==> config.mk <==
export PLATFORM = sky130hd
export DESIGN_NAME = serial_tx_4bit
export DESIGN_NICKNAME = d
export VERILOG_FILES = /design/src/rtl/serial_tx_pkg.sv /design/src/rtl/serial_tx_4bit_bit_timer.sv /design/src/rtl/serial_tx_4bit.sv
export SDC_FILE = /design/constraint.sdc
export NUM_CORES = 1
export LEC_CHECK = 0
export CAP_MARGIN = 20
export CELL_PAD_IN_SITES_DETAIL_PLACEMENT = 0
export CELL_PAD_IN_SITES_GLOBAL_PLACEMENT = 1
export CORE_UTILIZATION = 33
export DETAILED_ROUTE_END_ITERATION = 8
export PLACE_DENSITY_LB_ADDON = 0.1
export SETUP_SLACK_MARGIN = 0.5
export SLEW_MARGIN = 10
export SYNTH_ARGS = -nofsm -noshare
export SYNTH_HDL_FRONTEND = slang
export SYNTH_SLANG_ARGS = --single-unit
==> constraint.sdc <==
create_clock -name clk -period 1.4 [get_ports clk]
set_input_delay 0.21 -clock clk [delete_from_list [all_inputs] [get_ports clk]]
set_output_delay 0.21 -clock clk [all_outputs]
set_load 0.02 [all_outputs]
==> src/rtl/serial_tx_pkg.sv <==
// Shared definitions for the serial link: FSM state encoding and line levels.
// The line-level constants are also used by the receiving end.
package serial_tx_pkg;
  typedef enum logic [1:0] {
    IDLE  = 2'd0,
    START = 2'd1,
    DATA  = 2'd2,
    STOP  = 2'd3
  } tx_state_e;

  localparam logic IDLE_LEVEL  = 1'b1;
  localparam logic START_LEVEL = 1'b0;

  // Counter width for a modulo-n counter, never narrower than one bit.
  function automatic int cnt_w(input int n);
    return (n > 1) ? $clog2(n) : 1;
  endfunction
endpackage

==> src/rtl/serial_tx_4bit_bit_timer.sv <==
// Modulo-BIT_CYCLES counter; tick marks the last cycle of each serial bit.
module bit_timer
  import serial_tx_pkg::*;
#(
  parameter int BIT_CYCLES = 1
) (
  input  logic clk,
  input  logic rst,
  input  logic clr,
  output logic tick
);
  localparam int            TW = cnt_w(BIT_CYCLES);
  localparam logic [TW-1:0] TC = TW'(BIT_CYCLES - 1);

  logic [TW-1:0] cnt;

  assign tick = (cnt == TC);

  always_ff @(posedge clk) begin
    if (rst || clr)  cnt <= '0;
    else if (tick)   cnt <= '0;
    else             cnt <= cnt + TW'(1);
  end
endmodule

==> src/rtl/serial_tx_4bit.sv <==
// Framed parallel-to-serial transmitter: start bit, WIDTH data bits LSB first,
// stop bit, each held BIT_CYCLES cycles. All outputs decode registered state.
module serial_tx_4bit
  import serial_tx_pkg::*;
#(
  parameter int WIDTH      = 4,
  parameter int BIT_CYCLES = 1
) (
  input  logic             clk,
  input  logic             rst,
  input  logic             load,
  input  logic [WIDTH-1:0] d,
  output logic             ready,
  output logic             busy,
  output logic             txd,
  output logic             done
);
  localparam int            IW   = cnt_w(WIDTH);
  localparam logic [IW-1:0] LAST = IW'(WIDTH - 1);

  tx_state_e        state;
  logic [WIDTH-1:0] shreg;
  logic [IW-1:0]    idx;
  logic             tick;
  logic             tmr_clr;

  // Timer held cleared while idle so the start bit always gets a full period.
  assign tmr_clr = (state == IDLE);

  bit_timer #(.BIT_CYCLES(BIT_CYCLES)) u_timer (
    .clk  (clk),
    .rst  (rst),
    .clr  (tmr_clr),
    .tick (tick)
  );

  always_ff @(posedge clk) begin
    if (rst) begin
      state <= IDLE;
      shreg <= '0;
      idx   <= '0;
    end else begin
      case (state)
        IDLE: if (load) begin
          shreg <= d;
          idx   <= '0;
          state <= START;
        end
        START: if (tick) state <= DATA;
        DATA: if (tick) begin
          shreg <= shreg >> 1;
          if (idx == LAST) begin
            idx   <= '0;
            state <= STOP;
          end else begin
            idx <= idx + IW'(1);
          end
        end
        STOP: if (tick) state <= IDLE;
        default: state <= IDLE;
      endcase
    end
  end

  always_comb begin
    txd = IDLE_LEVEL;
    case (state)
      START:   txd = START_LEVEL;
      DATA:    txd = shreg[0];
      default: txd = IDLE_LEVEL;
    endcase
  end

  assign ready = (state == IDLE);
  assign busy  = ~ready;
  assign done  = (state == STOP) && tick;
endmodule

==> flow_metrics.tcl <==
set metrics [dict create \
    p_per_area_nw_per_um2 2220 \
    rows 14 \
    routed_via_density 5.45 \
    wl_um 1370 \
    die_area_um2 1950 \
    place_hpwl_um 909 \
    diodes 0 \
    maxCapViolCount 0 \
    post-route-period-util_pct 107 \
    cp.required_ns 1.55 \
    synth_seq_cells 9 \
    layout-drive-gt1-share_pct 53.6 \
    antenna_found_initial 0 \
    synth_area_leaders "dfxtp_1, ha_1, nor2b_4, mux2_2, a31oi_1" \
    slowest_stage "dfxtp_4" \
    gr-total-overflow 0 \
    synthFlopType "dfxtp_1" \
    path_cells "inv_4 > ha_4 > buf_8 > buf_4 > mux2_2 > nor4_2 > nor3_1" \
    grt_first_pass_wirelength_um 2330 \
    cts_hold_buf 0 \
    fin_skew_ns 0.00231 \
    period_minus_slack_ns 1.49 \
    clock-sinks 9 \
    outcome "complete, but fails checks" \
    total_power_mw 2.08 \
    ys_async_sr_fraction_pct 0 \
    area_delta_synth_final_pct 59.5 \
    synth_cell_types 34 \
    violations "setup timing" \
    hold_violations 0 \
    synth_edf_count 0 \
    drt_iter0_markers 6 \
    setup_viol_count_final 9 \
    endpoint_kind "register" \
    r2r_setup_slack_ns -0.09 \
    start_kind "register" \
    ys_seq_area_share_pct 30.7 \
    grt_start_max_net_pins 9 \
    yosys.area.top_type_share_pct 30.7 \
    fmax_ghz 0.670 \
    cp_max_fo 8 \
    path_buf_inv 3 \
    num_vias 545 \
    cts_tree "built" \
    dieHeight_um 44.2 \
    clock_latency_ns 0.26 \
    slew_viol_final 0 \
    fin_ws_ns -0.0919 \
    start_util_pct 37.2 \
    cpLargestDelayFamily "flip-flops" \
    wire_per_inst_um 13.7 \
    nFillCells 143 \
    arrival_ns 1.64 \
    rsz0062_at_grt "yes" \
    synth_warnings 0 \
    io_pins 11 \
    hold_path_class "register to register" \
    synth_top_cell_by_area "dfxtp_1" \
    synth.most_common_cell "dfxtp_1" \
    clk_pin_slew_ns 0.06 \
    grt_pass1_vias 513 \
    root_buffer "clkbuf_4" \
    total_leakage_power_nw 0.363 \
    gp_congestion 0.712 \
    cts_inserted_buffers 3 \
    r2r_end "shreg[0]$_SDFFE_PP0P_" \
    clock_path_buffers 2 \
    syn_nets 74 \
    coreArea_um2 1580 \
    setup_tns_ns -0.539 \
    dieWidth_um 44.2 \
    synth_common_cells "dfxtp_1, ha_1, inv_1" \
    drcViolationCount 0 \
    cts_max_level 1 \
    layout.nets 97 \
    ant_nets 0 \
    syn_area_per_cell_um2 9.46 \
    synthCells 62 \
    track_usage_pct 16.2 \
    holdPathEnd "idx[1]$_SDFFE_PP0P_" \
    syn_area_um2 587 \
    rr_worst_depth 7 \
    hold_depth 2 \
    critPathMaxStageDelay_ns 0.36 \
    critPathKind "register to register" \
    hold_start "idx[1]$_SDFFE_PP0P_" \
    reg2reg_from "state[0]$_SDFFE_PP0P_" \
    portBuffers 10 \
    vdd_drop_max_uv 1130 \
    drt_pre_antenna_iters 4 \
]
## kinds of logic after synthesis
| group | after synthesis | synth area share [%] |
|---|---|---|
| buf+inv | 8 | 7.04 |
| simple gates | 20 | 24.1 |
| flops | 9 | 30.7 |
| compound gates | 15 | 18.8 |
| other cells | 1 | 0.639 |
| fa+ha+maj | 5 | 10.7 |
| mux | 4 | 8.10 |
## worst register-to-register path, cell delays in order (launching register included)
cell     delay (ns)
dfxtp_4        0.36
inv_4          0.06
ha_4           0.14
buf_8          0.09
buf_4          0.15
mux2_2         0.35
nor4_2         0.16
nor3_1         0.07
## repair_timing
item / CTS / global route
gates resized for setup: 36 / 9
cloned: 1 / 0
pin swaps: 11 / 6
setup endpoints to repair: 12 / 12
buffers inserted: 4 / 0
## final cells by class
| type | instances | area, µm² | share of cell area, % |
|---|---|---|---|
| flip-flops and latches | 9 | 188 | 20.1 |
| multi-input cells | 46 | 484 | 51.7 |
| repair buffers | 20 | 191 | 20.5 |
| clock buffers | 4 | 26.3 | 2.81 |
| inverters | 5 | 26.3 | 2.81 |
| well taps | 16 | 20.0 | 2.14 |
## flip-flops by register name, indices dropped and copies added, names as in the netlist
signal / flops
u_timer.cnt: 1
state: 2
shreg: 4
idx: 2
## layer usage
metal	GRT usage (%)	share of wire (%)
met5	0	0
met1	21.8	47
met3	4.90	3.9
met2	24.7	49
met4	5.45	0
## power breakdown
part	switching, mW	internal, mW	total, mW
Combinational	0.677	0.773	1.45
Clock	0.0909	0.110	0.201
Sequential	0.0811	0.347	0.428
## stage by stage
stage / utilization [%] / setup WS [ns] / std cells / hold slack, ns / instance area [µm²]
2_1_floorplan: - / 0.0466 / 62 / 0.279 / 624
3_3_place_gp: 48.4 / -0.175 / 91 / 0.465 / 763
3_5_place_dp: 48.4 / -0.173 / 91 / 0.473 / 763
4_1_cts: 56.3 / -0.127 / 100 / 0.485 / 887
5_1_grt: 59.4 / -0.142 / 100 / 0.495 / 936
6_report: 59.4 / -0.0919 / 100 / 0.473 / 936
## worst max path at each step
stage / from / endpoint / slack, ns / depth (start not counted)
after global routing: state[0]$_SDFFE_PP0P_ / shreg[2]$_SDFFE_PP0P_ / -0.14 / 7
after floorplan: state[0]$_SDFFE_PP0P_ / shreg[2]$_SDFFE_PP0P_ / 0.05 / 6
after global placement: state[0]$_SDFFE_PP0P_ / txd / -0.17 / 4
after CTS: state[0]$_SDFFE_PP0P_ / state[1]$_SDFFE_PP0P_ / -0.13 / 6
final: state[0]$_SDFFE_PP0P_ / shreg[0]$_SDFFE_PP0P_ / -0.09 / 7
after detailed placement: state[0]$_SDFFE_PP0P_ / txd / -0.17 / 4
## placed cells by master (no fill, tap or decap)
cell / Yosys / routed
o21ai_1: 1 / 1
a31oi_2: 0 / 1
dfxtp_1: 9 / 7
and2_4: 0 / 1
clkdlybuf4s50_1: 0 / 6
nor2b_4: 2 / 4
nand3_1: 1 / 1
o41ai_1: 1 / 1
inv_1: 5 / 2
dfxtp_4: 0 / 2
ha_4: 0 / 3
conb_1: 1 / 1
o31ai_4: 0 / 1
o31a_1: 1 / 1
or2_4: 1 / 1
buf_8: 0 / 1
nor2_4: 0 / 1
nand4_1: 2 / 2
nor3_1: 3 / 3
or2b_4: 0 / 1
clkbuf_4: 0 / 3
nor3b_1: 1 / 1
mux2_2: 2 / 2
mux2_4: 1 / 1
o311a_1: 1 / 1
buf_4: 1 / 8
a31oi_1: 3 / 2
nor4_2: 1 / 3
clkbuf_1: 1 / 1
nand2b_1: 1 / 1
ha_1: 5 / 2
o31ai_2: 1 / 2
o311ai_2: 0 / 1
a21o_1: 1 / 1
buf_6: 1 / 5
a21oi_1: 3 / 3
inv_4: 0 / 3
nand2_1: 2 / 2
mux2i_2: 0 / 1
(Power assumes the default switching activity.)
